$ cat src/rtl/cnn_mul_share_arb.sv
// Round-robin sequencer sharing one ce-gated pipelined multiplier among
// NUM_REQ requesters. Requester IDs ride alongside the multiplier stages.
// Each product comes back on a single valid/ready result port.
module cnn_mul_share_arb #(
  parameter int unsigned NUM_REQ = 4,
  parameter int unsigned ID_W    = 2,
  parameter int unsigned A_WIDTH = 11,
  parameter int unsigned B_WIDTH = 13,
  parameter int unsigned P_WIDTH = 24,
  parameter int unsigned LATENCY = 2
) (
  input  logic                       clk,
  input  logic                       reset,
  input  logic [NUM_REQ-1:0]         req_valid,
  output logic [NUM_REQ-1:0]         req_ready,
  input  logic [NUM_REQ*A_WIDTH-1:0] req_a,
  input  logic [NUM_REQ*B_WIDTH-1:0] req_b,
  output logic                       mul_ce,
  output logic [A_WIDTH-1:0]         mul_din0,
  output logic [B_WIDTH-1:0]         mul_din1,
  input  logic [P_WIDTH-1:0]         mul_dout,
  output logic                       out_valid,
  input  logic                       out_ready,
  output logic [ID_W-1:0]            out_id,
  output logic [P_WIDTH-1:0]         out_p,
  output logic [15:0]                issue_cnt
);

  localparam int unsigned CNT_W = 16;

  logic [ID_W-1:0]    ptr_q, ptr_d;
  logic [LATENCY-1:0] vld_q, vld_d;
  logic [ID_W-1:0]    tag_q [LATENCY];
  logic [ID_W-1:0]    tag_d [LATENCY];
  logic [CNT_W-1:0]   cnt_q, cnt_d;
  logic               flush_q;

  logic               block_c;
  logic               grant_any_c;
  logic               grant_ok_c;
  logic [ID_W-1:0]    grant_idx_c;
  logic               hs_c;
  int unsigned        rr_cand;

  // Grants are suppressed in the reset cycle and the cycle right after it
  assign block_c    = reset | flush_q;
  assign grant_ok_c = grant_any_c & ~block_c;

  // In-flight results are dropped as soon as reset is seen
  assign out_valid  = vld_q[LATENCY-1] & ~reset;
  assign out_id     = tag_q[LATENCY-1];
  assign out_p      = mul_dout;
  assign issue_cnt  = cnt_q;

  // Whole pipeline stalls only while a result is held unaccepted
  assign mul_ce     = ~out_valid | out_ready;

  // Round-robin pick: first valid requester at or after the pointer, wrapping
  always_comb begin
    grant_any_c = 1'b0;
    grant_idx_c = '0;
    rr_cand     = 0;
    for (int unsigned k = 0; k < NUM_REQ; k++) begin
      rr_cand = 32'(ptr_q) + k;
      if (rr_cand >= NUM_REQ) begin
        rr_cand = rr_cand - NUM_REQ;
      end
      if (!grant_any_c && req_valid[ID_W'(rr_cand)]) begin
        grant_any_c = 1'b1;
        grant_idx_c = ID_W'(rr_cand);
      end
    end
  end

  // Operand mux and one-hot accept for the granted requester
  always_comb begin
    req_ready = '0;
    mul_din0  = '0;
    mul_din1  = '0;
    for (int unsigned i = 0; i < NUM_REQ; i++) begin
      if (grant_ok_c && (grant_idx_c == ID_W'(i))) begin
        req_ready[i] = mul_ce;
        mul_din0     = req_a[i*A_WIDTH +: A_WIDTH];
        mul_din1     = req_b[i*B_WIDTH +: B_WIDTH];
      end
    end
  end

  assign hs_c = |(req_valid & req_ready);

  // Next state: tag/valid shift with ce, pointer and counter move on handshake
  always_comb begin
    ptr_d = ptr_q;
    vld_d = vld_q;
    tag_d = tag_q;
    cnt_d = cnt_q;
    if (mul_ce) begin
      vld_d[0] = grant_ok_c;
      tag_d[0] = grant_idx_c;
      for (int unsigned k = 1; k < LATENCY; k++) begin
        vld_d[k] = vld_q[k-1];
        tag_d[k] = tag_q[k-1];
      end
    end
    if (hs_c) begin
      ptr_d = (grant_idx_c == ID_W'(NUM_REQ - 1)) ? '0 : grant_idx_c + ID_W'(1);
      cnt_d = cnt_q + CNT_W'(1);
    end
  end

  // State registers with synchronous active-high reset
  always_ff @(posedge clk) begin
    if (reset) begin
      ptr_q   <= '0;
      vld_q   <= '0;
      cnt_q   <= '0;
      flush_q <= 1'b1;
      for (int unsigned k = 0; k < LATENCY; k++) begin
        tag_q[k] <= '0;
      end
    end else begin
      ptr_q   <= ptr_d;
      vld_q   <= vld_d;
      cnt_q   <= cnt_d;
      flush_q <= 1'b0;
      tag_q   <= tag_d;
    end
  end

endmodule

$ cat config.mk
export PLATFORM = sky130hd
export DESIGN_NAME = cnn_mul_share_arb
export DESIGN_NICKNAME = d
export VERILOG_FILES = /design/src/rtl/cnn_mul_share_arb.sv
export SDC_FILE = /design/constraint.sdc
export NUM_CORES = 1
export LEC_CHECK = 0
export BUFFER_PORTS_ARGS = -buffer_cell sky130_fd_sc_hd__buf_4
export CAP_MARGIN = 10
export CORE_MARGIN = 3
export CORE_UTILIZATION = 35
export DETAILED_ROUTE_END_ITERATION = 6
export GPL_ROUTABILITY_DRIVEN = 0
export HOLD_SLACK_MARGIN = 0.15
export PLACE_DENSITY = 0.77
export SLEW_MARGIN = 5
export SYNTH_ARGS = -nofsm -noshare
export SYNTH_HDL_FRONTEND = slang
export SYNTH_SLANG_ARGS = --single-unit
$ cat constraint.sdc
create_clock -name clk -period 2.3 [get_ports clk]
set_input_delay 0.23 -clock clk [delete_from_list [all_inputs] [get_ports clk]]
set_output_delay 0.23 -clock clk [all_outputs]
set_load 0.005 [all_outputs]
==> impl_metrics.toml, run 1 <==
[detailed_routing]
drt-total-wl_um = 8740
via_per_inst = 5.17
postRouteAntennaNets = 0
remaining_drc_errors = 0
drtIter0Drc = 117
drtPass1Iterations = 5
wl_per_cell_um = 14.7
vias = 3075

[clocking]
numCtsBuffers = 3
tritoncts = "built"
clock_sinks = 25
clkLatencyLatePin_ps = 270
cts-root-buf = "clkbuf_8"
clockBufferDepth = 2
clkTransAtPathRegs_ps = 90
cts_htree_levels = 1

[floorplan]
die_area_mm2 = 0.00777
die_h_um = 88.2
ios = 199
start_util = 0.366
core_mm2 = 0.00646
core.rowCount = 29
die_w_um = 88.2

[yosys]
syn_inst = 380
syn_nets = 512
ys_top_cells_by_area = "dfxtp_1, nand2_1, a21oi_1"
syn_avg_cell_area_um2 = 6.22
ys_warn_count = 0
yosysTopAreaCellShare = 0.212
mappedNetlistArea_mm2 = 0.00236
synth_cell_types = 37
seq_area_frac_synth = 0.212
synth_seq_cells = 25
yosysTopAreaCell = "dfxtp_1"

[power_and_ir_drop]
swShare = 0.329
p_leak_nw = 1.85
p_sw_uw = 476
pwr-share-seq = 0.312
combinationalPowerShare = 0.507
ir_worst_vdd_v = 0.000390
p_int_uw = 969
clkPwrFrac = 0.181
power-per-cell-area_mw_per_mm2 = 363

[global_route]
grt_usage = 0.199
grt_util_met1 = 0.260
use_met3 = 0.0263
grt_pass1_wl_um = 12700
grtUsageMet2 = 0.338
grt-ovfl-total = 0
grt_pass1_vias = 2796
gr-max-usage-layer = "met2"
antenna_found_initial = 0
grt_max_degree = 26

[finish]
fin_cells = 595
n_antenna_cell = 0
syn_to_final_growth_pct = 68.4
final_util = 0.616
drive_gt1_frac = 0.440
final_area_mm2 = 0.00398
nNetsFinal = 651

[setup_path]
r2r-start = "ptr_q[0]$_SDFFE_PP0P_"
crit_start = "ptr_q[0]$_SDFFE_PP0P_"
cp_slowest_stage_delay_ps = 370
reg2reg_slack_ps = 60
endpoint_kind = "output port"
critPathArrivalTime_ps = 2150
crit_type = "flip-flop to output port"
r2r_cells = 12
critPathRequiredTime_ps = 2070
crit_path_start_kind = "flip-flop"
critPathMaxFanout = 21
r2r-end = "ptr_q[0]$_SDFFE_PP0P_"
crit_path_cell_trace = "nor2b_4 -> a21oi_2 -> o221ai_2 -> inv_2 -> buf_4 -> ha_4 -> buf_12 -> a21oi_1 -> o21ai_1 -> a21oi_1 -> buf_4"
cp_slowest_cell = "dfxtp_4"
cp-endpoint = "mul_din1[6]"

[timing]
min_period_ps = 2380
timing.final.crit_share = 1.04
tightest_slew_ps = 655
setup_viol = 23
rsz0062_at_grt = "yes"
slew_headroom = 0.563
fmax_mhz = 419
drv_slew = 0
whs_ps = 369
layout_setup_ws_ps = -84.6
hold_viol = 0
final.setup_skew_ps = 0.939

[worst_hold_path]
hold_class = "input pin to flip-flop"
whs_path_depth = 5

[placed_design]
place_area_mm2 = 0.00349
numPortBuffers = 150
place_inst = 579
dpl.hpwl_um = 6400
dpl_worst_slack_ps = -26.2

[run_status]
violations = "negative setup slack"
run_status = "finished with violations"

[run]
drv_cap = 0
[state kept, by name, summed over array words and instances, names as in the netlist]
register and flops:
issue_cnt 16, flush_q 1, vld_q 2, ptr_q 2, tag_q 2, out_id 2
[layout make-up]
| type | instances | area [um^2] |
|---|---|---|
| fillers | 579 | 2480 |
| well taps | 77 | 96.3 |
| clock buffers | 3 | 41.3 |
| clock inverters | 1 | 5.00 |
| multi-input cells | 277 | 1650 |
| inverters | 27 | 101 |
| flip-flops and latches | 25 | 505 |
| repair buffers | 185 | 1580 |
[layout by cell type, fill, tap and decap left out, types with 6 or more instances in the layout]
cell / instances
dfxtp_1: 23
a21oi_1: 41
o21ai_1: 37
nand4_1: 7
buf_4: 167
nor2_1: 13
nor2b_1: 6
nand2_1: 79
xor2_1: 6
inv_1: 25
a21oi_2: 14
o21ai_0: 13
buf_6: 7
[worst max-delay path, delay by kind of cell, from the launching register on]
| kind | cells | cell delay (ps) |
|---|---|---|
| AO/OA/AOI/OAI | 5 | 630 |
| buffers and inverters | 4 | 580 |
| adder cells (fa/ha/maj) | 1 | 180 |
| AND/OR/NAND/NOR | 1 | 130 |
| flip-flops | 1 | 370 |
[cell families after synthesis]
kind of cell    count (synthesis)  synth area share
flops                          25             0.212
mux                             2           0.00847
buf+inv                        78             0.172
compound gates                121             0.270
xor+xnor                        7            0.0259
fa+ha+maj                       5            0.0265
simple gates                  142             0.285
[power by group through the flow]
stage	registers, mW	clock network [mW]	logic (mW)
floorplan	0.459	0	0.299
global placement	0.459	0	0.553
detailed placement	0.460	0	0.564
CTS	0.451	0.267	0.665
global route	0.452	0.281	0.802
finish	0.451	0.261	0.733
[cell usage after synthesis]
cell type / n
and4_1: 1
a221oi_1: 2
clkbuf_1: 21
nand2_2: 1
nand4_2: 1
buf_6: 2
o21ai_0: 52
buf_1: 1
nand2_1: 79
a21oi_1: 57
ha_1: 5
buf_2: 1
xor2_1: 6
nand4_1: 7
and3_1: 3
o31ai_1: 4
o21bai_1: 1
or4_1: 4
and2_1: 5
a21boi_0: 1
nand2_4: 1
and4_4: 1
o22ai_1: 1
nand3_1: 5
buf_4: 26
xnor2_1: 1
dfxtp_1: 25
nor2_1: 14
nor2b_1: 8
or3_1: 5
o221ai_1: 1
nor3_1: 2
nand2b_1: 4
nand3_2: 1
inv_1: 27
a22oi_1: 2
mux2i_1: 2
[per-stage QoR]
stage,total power [mW],TNS (ps)
5_1_grt,1.54,-5550
3_5_place_dp,1.02,-107
4_1_cts,1.38,-952
2_1_floorplan,0.757,0
3_3_place_gp,1.01,0
6_report,1.44,-836
[layer usage]
layer | part of all wire | vias to the layer above
met5 | 0 | -
met4 | 0.024 | 0
met3 | 0.067 | 24
met2 | 0.51 | 123
met1 | 0.40 | 1399
li1 | - | 1529
[worst min-delay path by stage]
stage / slack [ps] / start / end
3_3_place_gp: 430 / tag_q[3]$_SDFFE_PP0N_ / tag_q[3]$_SDFFE_PP0N_
2_1_floorplan: 260 / reset / flush_q$_DFF_P_
6_report: 370 / out_ready / tag_q[3]$_SDFFE_PP0N_
4_1_cts: 360 / reset / flush_q$_DFF_P_
5_1_grt: 360 / reset / flush_q$_DFF_P_
3_5_place_dp: 440 / tag_q[3]$_SDFFE_PP0N_ / tag_q[3]$_SDFFE_PP0N_
[timing repair]
action / 4_1_cts / 5_1_grt
pin swaps: 11 / 14
hold buffers: 0 / 0
endpoints found under the setup margin: 31 / 35
buffers inserted: 4 / 3
gates resized for setup: 59 / 39
gates cloned: 3 / 2
(Power assumes the default switching activity.)
==> run 2, diff against run 1 <==
Settings changed: SKIP_LAST_GASP set to 1.
==> impl_metrics.toml, run 2 (same netlist as run 1, synthesis figures left out) <==
[run_status]
run_status = "finished with violations"
violations = "negative setup slack"

[global_route]
grt_usage = 0.200
grt_max_degree = 26
grt_pass1_vias = 2802
grt-ovfl-total = 0
grt_pass1_wl_um = 12700
antenna_found_initial = 0

[finish]
syn_to_final_growth_pct = 66.5
largest_reg_flops = 16
fin_cells = 597
final_area_mm2 = 0.00394
drive_gt1_frac = 0.444
final_common_cell = "buf_4"
mostFrequentLayoutCells = "buf_4, nand2_1, a21oi_1"
final_util = 0.609
n_antenna_cell = 0
nNetsFinal = 653
nFillCells = 589

[timing]
setup_viol = 22
min_period_ps = 2350
rsz0062_at_grt = "yes"
fmax_mhz = 425
layout_setup_ws_ps = -54.5
timing.final.crit_share = 1.02
whs_ps = 370
finalSetupTns_ps = -436
final.setup_skew_ps = 1.13
drv_slew = 0
tightest_slew_ps = 677
slew_headroom = 0.549
hold_viol = 0

[detailed_routing]
wl_per_cell_um = 14.6
routed.top_layer = "met4"
wl_met1_um = 3590
drt-total-wl_um = 8740
postRouteAntennaNets = 0
wl_met3_um = 526
drtPass1Iterations = 4
remaining_drc_errors = 0
vias = 3089
via_per_inst = 5.17
drtIter0Drc = 106
routed-wl-met2_um = 4440

[floorplan]
core_mm2 = 0.00646
core.rowCount = 29
die_area_mm2 = 0.00777
die_h_um = 88.2
ios = 199
die_w_um = 88.2
start_util = 0.366

[placed_design]
numPortBuffers = 150
dpl_worst_slack_ps = -26.2
place_inst = 579
dpl.hpwl_um = 6400
place_area_mm2 = 0.00349

[clocking]
clockBufferDepth = 2
tritoncts = "built"
clock_sinks = 25
clkTransAtPathRegs_ps = 90
clkLatencyLatePin_ps = 270
cts-root-buf = "clkbuf_8"
cts_htree_levels = 1
numCtsBuffers = 3

[worst_hold_path]
hold_class = "input pin to flip-flop"

[power_and_ir_drop]
power-per-cell-area_mw_per_mm2 = 362
clkPwrFrac = 0.183
pwr-share-seq = 0.316
combinationalPowerShare = 0.501
swShare = 0.330
p_sw_uw = 470
p_leak_nw = 1.84
p_int_uw = 954
ir_worst_vdd_v = 0.000389
p_total_mw = 1.42

[setup_path]
cp_slowest_cell = "dfxtp_4"
crit_path_start_kind = "flip-flop"
crit_path_cell_trace = "nor2b_4 -> a21oi_2 -> o221ai_2 -> inv_2 -> buf_4 -> ha_4 -> buf_12 -> nor3_1 -> a21oi_1 -> nor2_1 -> buf_4"
critPathRequiredTime_ps = 2070
endpoint_kind = "output port"
crit_type = "flip-flop to output port"
cpMostUsedCell = "buf_4"
critPathTopFamily = "buffers and inverters"
cp_slowest_stage_delay_ps = 370
critPathMaxFanout = 21
critPathArrivalTime_ps = 2120
critPathBufInv = 4

[run]
drv_cap = 0
-- run 2: changes by cell type in the layout (fill, tap and decap cells not counted), moves of 2 or more --
cell and delta:
a21oi_1 +3, buf_4 +7, o21ai_1 -13, a21oi_4 -2, buf_8 -2, o21ai_2 +5, o21ai_0 +8
-- run 2: worst paths after layout --
check / from / endpoint / slack (ps) / depth (start not counted)
max: ptr_q[0]$_SDFFE_PP0P_ / mul_din0[10] / -50 / 11
min: out_ready / tag_q[3]$_SDFFE_PP0N_ / 370 / 5
max reg2reg: ptr_q[0]$_SDFFE_PP0P_ / ptr_q[0]$_SDFFE_PP0P_ / 80 / 12
min reg2reg: tag_q[3]$_SDFFE_PP0N_ / tag_q[3]$_SDFFE_PP0N_ / 460 / 2
-- run 2: layout make-up --
cell class	count	area, um^2	share of cell area
clock inverter	1	5.00	0.00127
multi-input combinational	277	1640	0.417
clock buffer	3	41.3	0.0105
timing repair buffer	187	1550	0.393
sequential	25	505	0.128
inverter	27	101	0.0257
tap	77	96.3	0.0245
-- run 2: power groups by stage --
stage | logic (mW) | registers (mW) | clock network (mW)
2_1_floorplan | 0.299 | 0.459 | 0
3_3_place_gp | 0.553 | 0.459 | 0
3_5_place_dp | 0.564 | 0.460 | 0
4_1_cts | 0.655 | 0.451 | 0.267
5_1_grt | 0.782 | 0.452 | 0.281
6_report | 0.714 | 0.451 | 0.260
-- run 2: layer usage --
metal,up-vias,global-route usage
li1,1537,-
met1,1414,0.261
met2,118,0.339
met3,20,0.0263
met4,0,0.0646
met5,-,0
-- run 2: timing repair --
item | in CTS | in global routing
cloned | 3 | 1
endpoints found under the setup margin | 31 | 35
pin swaps | 11 | 17
endpoints found under the hold margin | 0 | 0
hold buffers | 0 | 0
buffers inserted | 4 | 6
resized for setup | 43 | 41
-- run 2: worst reg2reg max path: cells and delay by family (launching register included) --
family          cells  cell delay, ps
mux                 1             190
buf+inv             3             390
fa+ha+maj           1             190
flops               1             370
simple gates        4             510
compound gates      3             480
